===== config.mk =====
export PLATFORM = sky130hd
export DESIGN_NAME = alink_tx_sched_flat
export DESIGN_NICKNAME = d
export VERILOG_FILES = /design/src/rtl/alink_tx_sched_if.sv /design/src/rtl/alink_tx_sched.sv /design/src/flat_wrapper.sv
export SDC_FILE = /design/constraint.sdc
export NUM_CORES = 1
export LEC_CHECK = 0
export BUFFER_PORTS_ARGS = -buffer_cell sky130_fd_sc_hd__buf_2
export CORE_MARGIN = 3
export CORE_UTILIZATION = 54
export DETAILED_ROUTE_END_ITERATION = 7
export MAX_ROUTING_LAYER = met4
export PLACE_DENSITY = 0.79
export SLEW_MARGIN = 20
export SYNTH_ARGS = -nofsm -noshare
export SYNTH_HDL_FRONTEND = slang
export SYNTH_SLANG_ARGS = --single-unit

===== constraint.sdc =====
create_clock -name clk -period 2.45 [get_ports clk]
set_input_delay 0.6125 -clock clk [delete_from_list [all_inputs] [get_ports clk]]
set_output_delay 0.6125 -clock clk [all_outputs]
set_load 0.01 [all_outputs]

===== src/rtl/alink_tx_sched_if.sv =====
// Scheduler-side bundle: per-channel task handshake, serializer/timer sequencing and
// the timeout reporting outputs.
interface alink_tx_sched_if #(
    parameter int unsigned CH_NUM = 4,
    parameter int unsigned CH_W   = 2
);
    logic              reg_enable;
    logic              reg_flush;
    logic [CH_NUM-1:0] task_req;
    logic [CH_NUM-1:0] task_ack;
    logic              tx_start;
    logic [CH_W-1:0]   tx_ch;
    logic              tx_done;
    logic              timer_start;
    logic              timer_done;
    logic              rx_valid;
    logic [CH_W-1:0]   rx_ch;
    logic              tout_pulse;
    logic [CH_W-1:0]   tout_ch;
    logic [31:0]       tout_cnt;
    logic              busy;

    modport master (
        output reg_enable, reg_flush, task_req, tx_done, timer_done, rx_valid, rx_ch,
        input  task_ack, tx_start, tx_ch, timer_start, tout_pulse, tout_ch, tout_cnt, busy
    );

    modport slave (
        input  reg_enable, reg_flush, task_req, tx_done, timer_done, rx_valid, rx_ch,
        output task_ack, tx_start, tx_ch, timer_start, tout_pulse, tout_ch, tout_cnt, busy
    );
endinterface


===== src/rtl/alink_tx_sched.sv =====
// Round-robin transmit scheduler: grants one channel at a time, sequences the serializer
// and tx_timer, then waits for a matching response or a timeout before granting again.
module alink_tx_sched #(
    parameter int unsigned CH_NUM = 4,
    parameter int unsigned CH_W   = 2
) (
    input logic              clk,
    input logic              rst,
    alink_tx_sched_if.slave  bus
);
    typedef enum logic [1:0] {StIdle, StSend, StWait} state_e;

    state_e            r_state,       w_state;
    logic [CH_W-1:0]   r_last,        w_last;
    logic [CH_NUM-1:0] r_task_ack,    w_task_ack;
    logic              r_tx_start,    w_tx_start;
    logic [CH_W-1:0]   r_tx_ch,       w_tx_ch;
    logic              r_timer_start, w_timer_start;
    logic              r_tout_pulse,  w_tout_pulse;
    logic [CH_W-1:0]   r_tout_ch,     w_tout_ch;
    logic [31:0]       r_tout_cnt,    w_tout_cnt;

    logic [CH_W-1:0]   w_win;
    logic              w_found;

    // Search last+1 .. last+CH_NUM modulo CH_NUM; first pending request wins.
    always_comb begin
        logic [CH_W:0] v_idx;
        w_win   = r_last;
        w_found = 1'b0;
        v_idx   = '0;
        for (int i = 1; i <= int'(CH_NUM); i++) begin
            v_idx = {1'b0, r_last} + (CH_W+1)'(i);
            if (v_idx >= (CH_W+1)'(CH_NUM)) begin
                v_idx = v_idx - (CH_W+1)'(CH_NUM);
            end
            if (!w_found && bus.task_req[v_idx[CH_W-1:0]]) begin
                w_win   = v_idx[CH_W-1:0];
                w_found = 1'b1;
            end
        end
    end

    always_comb begin
        w_state       = r_state;
        w_last        = r_last;
        w_task_ack    = '0;
        w_tx_start    = 1'b0;
        w_tx_ch       = r_tx_ch;
        w_timer_start = 1'b0;
        w_tout_pulse  = 1'b0;
        w_tout_ch     = r_tout_ch;
        w_tout_cnt    = r_tout_cnt;

        unique case (r_state)
            StIdle: begin
                if (bus.reg_enable && w_found) begin
                    w_state           = StSend;
                    w_task_ack[w_win] = 1'b1;
                    w_tx_start        = 1'b1;
                    w_tx_ch           = w_win;
                    w_last            = w_win;
                end
            end
            StSend: begin
                if (bus.tx_done) begin
                    w_state       = StWait;
                    w_timer_start = 1'b1;
                end
            end
            StWait: begin
                // A matching response beats a same-cycle expiry; expiry is stale while
                // timer_start is still high.
                if (bus.rx_valid && (bus.rx_ch == r_tx_ch)) begin
                    w_state = StIdle;
                end else if (bus.timer_done && !r_timer_start) begin
                    w_state      = StIdle;
                    w_tout_pulse = 1'b1;
                    w_tout_ch    = r_tx_ch;
                    w_tout_cnt   = (r_tout_cnt == 32'hFFFF_FFFF) ? r_tout_cnt
                                                                 : r_tout_cnt + 32'd1;
                end
            end
            default: w_state = StIdle;
        endcase

        if (bus.reg_flush) begin
            w_state       = StIdle;
            w_last        = r_last;
            w_task_ack    = '0;
            w_tx_start    = 1'b0;
            w_tx_ch       = r_tx_ch;
            w_timer_start = 1'b0;
            w_tout_pulse  = 1'b0;
            w_tout_ch     = r_tout_ch;
            w_tout_cnt    = '0;
        end
    end

    always_ff @(posedge clk or posedge rst) begin
        if (rst) begin
            r_state       <= StIdle;
            r_last        <= CH_W'(CH_NUM - 1);
            r_task_ack    <= '0;
            r_tx_start    <= 1'b0;
            r_tx_ch       <= '0;
            r_timer_start <= 1'b0;
            r_tout_pulse  <= 1'b0;
            r_tout_ch     <= '0;
            r_tout_cnt    <= '0;
        end else begin
            r_state       <= w_state;
            r_last        <= w_last;
            r_task_ack    <= w_task_ack;
            r_tx_start    <= w_tx_start;
            r_tx_ch       <= w_tx_ch;
            r_timer_start <= w_timer_start;
            r_tout_pulse  <= w_tout_pulse;
            r_tout_ch     <= w_tout_ch;
            r_tout_cnt    <= w_tout_cnt;
        end
    end

    assign bus.task_ack    = r_task_ack;
    assign bus.tx_start    = r_tx_start;
    assign bus.tx_ch       = r_tx_ch;
    assign bus.timer_start = r_timer_start;
    assign bus.tout_pulse  = r_tout_pulse;
    assign bus.tout_ch     = r_tout_ch;
    assign bus.tout_cnt    = r_tout_cnt;
    assign bus.busy        = (r_state != StIdle);
endmodule

===== src/flat_wrapper.sv =====
// flat-port wrapper written by rule: the top's interface ports become plain ports
module alink_tx_sched_flat 
#(
    parameter int unsigned CH_NUM = 4,
    parameter int unsigned CH_W   = 2
)
  (clk, rst, bus_reg_enable, bus_reg_flush, bus_task_req, bus_tx_done, bus_timer_done, bus_rx_valid, bus_rx_ch, bus_task_ack, bus_tx_start, bus_tx_ch, bus_timer_start, bus_tout_pulse, bus_tout_ch, bus_tout_cnt, bus_busy);
  alink_tx_sched_if #(.CH_NUM(CH_NUM), .CH_W(CH_W)) bus_i ();
  input logic clk;
  input logic rst;
  input wire logic [$bits(bus_i.reg_enable)-1:0] bus_reg_enable;
  input wire logic [$bits(bus_i.reg_flush)-1:0] bus_reg_flush;
  input wire logic [$bits(bus_i.task_req)-1:0] bus_task_req;
  input wire logic [$bits(bus_i.tx_done)-1:0] bus_tx_done;
  input wire logic [$bits(bus_i.timer_done)-1:0] bus_timer_done;
  input wire logic [$bits(bus_i.rx_valid)-1:0] bus_rx_valid;
  input wire logic [$bits(bus_i.rx_ch)-1:0] bus_rx_ch;
  output wire logic [$bits(bus_i.task_ack)-1:0] bus_task_ack;
  output wire logic [$bits(bus_i.tx_start)-1:0] bus_tx_start;
  output wire logic [$bits(bus_i.tx_ch)-1:0] bus_tx_ch;
  output wire logic [$bits(bus_i.timer_start)-1:0] bus_timer_start;
  output wire logic [$bits(bus_i.tout_pulse)-1:0] bus_tout_pulse;
  output wire logic [$bits(bus_i.tout_ch)-1:0] bus_tout_ch;
  output wire logic [$bits(bus_i.tout_cnt)-1:0] bus_tout_cnt;
  output wire logic [$bits(bus_i.busy)-1:0] bus_busy;
  assign bus_i.reg_enable = bus_reg_enable;
  assign bus_i.reg_flush = bus_reg_flush;
  assign bus_i.task_req = bus_task_req;
  assign bus_i.tx_done = bus_tx_done;
  assign bus_i.timer_done = bus_timer_done;
  assign bus_i.rx_valid = bus_rx_valid;
  assign bus_i.rx_ch = bus_rx_ch;
  assign bus_task_ack = bus_i.task_ack;
  assign bus_tx_start = bus_i.tx_start;
  assign bus_tx_ch = bus_i.tx_ch;
  assign bus_timer_start = bus_i.timer_start;
  assign bus_tout_pulse = bus_i.tout_pulse;
  assign bus_tout_ch = bus_i.tout_ch;
  assign bus_tout_cnt = bus_i.tout_cnt;
  assign bus_busy = bus_i.busy;
  alink_tx_sched #(.CH_NUM(CH_NUM), .CH_W(CH_W)) u_core (.clk(clk), .rst(rst), .bus(bus_i));
endmodule

# Yosys cells after proc, flatten, opt, wreduce, memory -nomap -nowiden
# Cells that the tools add are included.
classes:
  add_sub_neg: 9
  n_mul: 0
  n_div: 0
  magnitude_cmp: 10
  eq_ne: 9
  n_shift: 0
  mux: 46
  bitwise: 2
  reduce_logical: 19
ops:
  columns: ["operator", "n"]
  rows:
  - ["$mux W32", 5]
  - ["$add A32 B1 Y32 const B", 1]
  - ["$eq A32 B32 Y1 const B", 1]
  - ["$mux W2", 13]
  - ["$mux W1", 19]
  - ["$lt A2 B3 Y1 const B", 5]
  - ["$ge A3 B3 Y1 const B", 4]
  - ["$mux W4", 3]
  - ["$bmux W1 S2", 4]
  - ["$reduce_and A4 Y1", 2]
  - ["$sub A2 B1 Y2 const B", 4]
  - ["$logic_and A1 B1 Y1", 7]
  - ["$add A2 B2 Y3 const B", 2]
  - ["$pmux W2 S3", 1]
  - ["$reduce_and A3 Y1", 2]
  - ["$reduce_bool A2 Y1", 3]
  - ["$logic_not A1 Y1", 4]
  - ["$ne A2 B2 Y1 const B", 2]
  - ["$ne A4 B2 Y1 const B", 1]
  - ["$add A2 B1 Y3 const B", 1]
  - ["$add A2 B3 Y3 const B", 1]
  - ["$ne A3 B2 Y1 const B", 1]
  - ["$ne A3 B3 Y1 const B", 1]
  - ["$demux W1 S2", 1]
  - ["6 further kinds", 7]
totals:
  register_bits: 47
  latch_bits: 0
  mem_bits_rw: 0
  romBits: 0
  input_bits: 13
  out_inout_bits: 44
  elab_cells: 104
  n_memories: 0

# Logic depth before layout (Yosys ltp)
logic_depth:
  depth_word: 22
  depth_mapped: 7

# Worst setup path after synthesis
# Ideal clock, no wire load.
synth_path:
  path_type: "register to register"
  from: "register u_core.r_tout_cnt[3], in the netlist u_core.bus.tout_cnt[3]"
  to: "register u_core.r_tout_cnt[27], in the netlist u_core.bus.tout_cnt[27]"
  setup_time_ps: 78
  t_arrival_ps: 2216
  required_ps: 2372
  setup_slack_ps: 156
  stages_incl_launch_ff: 7
  path_buffers: 1
  path_cell_list: "dfrtp_1 -> nand4_4 -> or4_4 -> buf_6 -> or3_4 -> or4_1 -> a21oi_1"
synth_via:
  elab_chain_cells: 6
  elab_cells_between_ends: 9
  classes_between: "add/sub: 1; eq/ne: 2; mux: 5; reduce/logical: 1"
synth_rtl:
  columns: ["element", "line_no", "text"]
  rows:
  - ["from (decl)", "alink_tx_sched.sv:21", "logic [31:0] r_tout_cnt, w_tout_cnt;"]
  - ["from (signal assigned)", "alink_tx_sched.sv:120", "r_tout_cnt <= w_tout_cnt;"]
  - ["$add A32 B1 Y32", "alink_tx_sched.sv:81", ": r_tout_cnt + 32'd1;"]
  - ["$mux W32", "alink_tx_sched.sv:80", "w_tout_cnt = (r_tout_cnt == 32'hFFFF_FFFF) ? r_tout_cnt"]
  - ["$mux W32", "alink_tx_sched.sv:76", "end else if (bus.timer_done && !r_timer_start) begin"]
  - ["$mux W32", "alink_tx_sched.sv:74", "if (bus.rx_valid && (bus.rx_ch == r_tx_ch)) begin"]
  - ["$mux W32", "alink_tx_sched.sv:55", "unique case (r_state)"]
  - ["$mux W32", "alink_tx_sched.sv:87", "if (bus.reg_flush) begin"]
# Parallel ways exist; a longest one is shown, timed or not. The select of a mux whose other input is x is not followed.
# A chain may end at the register's enable or synchronous reset.

# Worst setup path after layout
# Ends and elaborated chain as after synthesis.

==> metrics.md <==
| Metric | Value |
|---|---|
| Status | `completed` |
| Post-synth top area share | `44.7%` |
| Drt pass-1 iters | `5` |
| Avg Inst Size Synth | `9.30 um2` |
| Overflow after GRT | `0` |
| DP Worst Slack | `-78.9 ps` |
| DP Wirelength | `approximately 4.3 mm` |
| First-pass GRT wire length | `9.96 mm` |
| CP arrival | `2590 ps` |
| Post-synth EDFFs | `0` |
| Sequential share of power | `54.7%` |
| Post-Syn Area | `2520 um2` |
| Synth unique cells | `45` |
| Sw Share | `28.8%` |
| Worst Path Max Fanout | `9` |
| Largest net degree at the start of global routing | `38` |
| Synth area leaders | `dfrtp_1, a21oi_1, or3_1` |
| Fin. max-slew vios | `0` |
| Initial antenna violation count | `0` |
| Post-layout util | `68.8%` |
| Worst-Margin Slew | `686 ps` |
| ANT nets after route | `0` |
| #FFs+latches synth | `47` |
| Die area | `about 5500 um2` |
| Iter 0 DRT Violations | `166` |
| Clock transition at path regs | `90 ps` |
| Via count | `2359` |
| Fmax | `0.425 GHz` |
| Hold_buf cts | `0` |
| Share of cells above drive strength 1 | `29.1%` |
| Commonest non-fill, non-tap cell in the layout | `buf_2` |
| Tcrit/Tclk final | `96.0%` |
| WL/cell | `14.8 um` |
| Area grow syn2layout | `21.4%` |
| CTS root buffer | `clkbuf_8` |
| Minimum clock period | `roughly 2400 ps` |
| Clock buffer depth | `2` |
| RSZ-0062 raised after global routing | `false` |
| Fin nets | `353` |
| Sink Count | `47` |
| Ys flop type | `dfrtp_1` |
| Antenna Diode Count | `0` |
| Hold Crit Class | `primary input to async pin` |
| PD cells | `532 nW/um2` |
| CP Class | `flop to flop` |
| GPL Wtd Cong | `between 0.7 and 0.8` |
| Clock power frac | `30.0%` |
| Setup Viol. Count Final | `0` |
| Max-cap violations | `0` |
| Clock Skew | `between 4 and 5 ps` |
| Total GRT Usage | `between 20% and 30%` |
| Top cell type by total area after synthesis | `dfrtp_1` |
| Routed wire length | `a little under 6 mm` |
| Vias in the first global route | `around 2200` |
| Vias per inst | `6.02` |
| P_int | `1.16 mW` |
| Crit start category | `flop` |
| Final hold violations | `0` |
| Synth warn | `0` |
| Setup_tns | `0 ps` |
| Max-slew headroom | `a little over half` |
| Remaining routing DRC violations | `0` |
| Synth async-reset ratio | `between 90% and 100%` |
| Post-synthesis sequential area ratio | `~47%` |
| Slack of the critical path | `between 90 and 100 ps` |
| Initial Util | `56.7%` |
| CP Data Required Time | `2690 ps` |
| IO Pins | `57` |
| Net Count, Synth | `285` |
| Clock latency on the worst-skew pair | `310 ps` |
| Die Ht | `approximately 74 um` |
| I/O Buffers | `56` |
| Post-CTS Setup Bufs | `0` |
| TritonCTS clock tree | `yes` |
| Combinational share of power | `15.2%` |
| CTS buffer count | `5` |
| Commonest non-fill, non-tap cells in the layout | `buf_2, dfrtp_1, a21oi_1, nand2_1, o21ai_0` |
| CP Capture Type | `flop` |
| Synthesized instance count | `271` |
| Leakage | `1.37 nW` |
| Rows | `24` |
| Die width | `74.3 um` |
| Core ar. | `4440 um2` |
| Worst IR Drop VDD | `0.537 mV` |
| H-tree levels | `2` |
| Sw Pwr | `between 0.4 and 0.5 mW` |
[kinds of logic (layout without fill, tap and decap cells)]
logic type / after synthesis / count (layout) / synth area share (%)
buf+inv: 21 / 90 / 3.53
mux: 5 / 5 / 2.18
xor+xnor: 5 / 5 / 1.74
fa+ha+maj: 1 / 1 / 0.496
flops: 47 / 47 / 46.8
compound gates: 74 / 74 / 17.6
simple gates: 118 / 118 / 27.7
[metal layers]
layer	global-route usage [%]	up-vias	wire, um	part of all wire, %
met5	-	-	0	0
met4	5.93	0	58	1.0
met3	4.46	8	292	5.0
met2	37.6	60	2860	49
met1	31.6	1146	2600	45
li1	-	1145	-	-
[area by class of cell]
type,count,area [um2]
multi-input cells,203,1260
flip-flops and latches,47,1180
fillers,377,1390
repair buffers,74,428
clock buffers,5,68.8
clock inverters,3,23.8
well taps,52,65.1
inverters,8,30.0
[sequential cells by signal (all words and copies together), names as in the netlist]
| signal | cells |
|---|---|
| u_core.bus.tout_cnt | 32 |
| u_core.bus.task_ack | 4 |
| u_core.bus.tout_ch | 2 |
| u_core.bus.tx_ch | 2 |
| u_core.r_last | 2 |
| u_core.r_state | 2 |
| u_core.bus.timer_start | 1 |
| u_core.bus.tout_pulse | 1 |
| u_core.bus.tx_start | 1 |
[timing repair]
action                                  4_1_cts  5_1_grt
gates resized for setup                       1        1
endpoints found under the hold margin         0        0
endpoints found under the setup margin        1        1
[critical path, cell delays in order (launching register included)]
cell and delay, ps:
dfrtp_1 490, nand4_4 190, or4_4 640, or3_4 410, or4_1 410, a21oi_1 150
[path summary, 6_finish.rpt]
| check | start | to | slack, ps | cells past startpoint |
|---|---|---|---|---|
| max | u_core.bus.tout_cnt[3] | u_core.bus.tout_cnt[27] | 100 | 5 |
| min | rst | u_core.bus.tout_pulse | 310 | 2 |
| max reg2reg | u_core.bus.tout_cnt[3] | u_core.bus.tout_cnt[27] | 100 | 5 |
| min reg2reg | u_core.bus.tout_ch[1] | u_core.bus.tout_ch[1] | 510 | 1 |
| max in group asynchronous | rst | u_core.r_last[1] | 1580 | 3 |
| min in group clk | bus_tx_done | u_core.r_state[0] | 480 | 2 |
[stage by stage]
| stage | cells | hold WS (ps) | power (mW) | area [um2] |
|---|---|---|---|---|
| CTS | 392 | 313 | 1.65 | 3050 |
| floorplan | 271 | 541 | 1.06 | 2520 |
| global placement | 384 | 490 | 1.15 | 2950 |
| detailed placement | 384 | 492 | 1.16 | 2950 |
| global route | 392 | 327 | 1.71 | 3060 |
| finish | 392 | 308 | 1.63 | 3060 |
[power by group through the flow]
stage / Combinational [mW] / Clock (mW) / Sequential, mW
2_1_floorplan: 0.161 / 0 / 0.902
3_3_place_gp: 0.243 / 0 / 0.903
3_5_place_dp: 0.251 / 0 / 0.906
4_1_cts: 0.252 / 0.504 / 0.890
5_1_grt: 0.280 / 0.529 / 0.900
6_report: 0.248 / 0.488 / 0.890
[cells in the mapped netlist, types with 3 or more instances]
cell	n
a21oi_1	30
and3_1	4
clkbuf_1	10
dfrtp_1	45
inv_1	8
mux2_2	4
nand2_1	24
nand2b_1	6
nand3_1	9
nand4_1	5
nor2_1	13
nor2b_1	5
nor3_1	5
nor4_1	3
o21a_1	4
o21ai_0	18
o31ai_1	12
or2_2	3
or3_1	17
or4_1	12
xor2_1	3
Power figures use the tool's default switching activity.
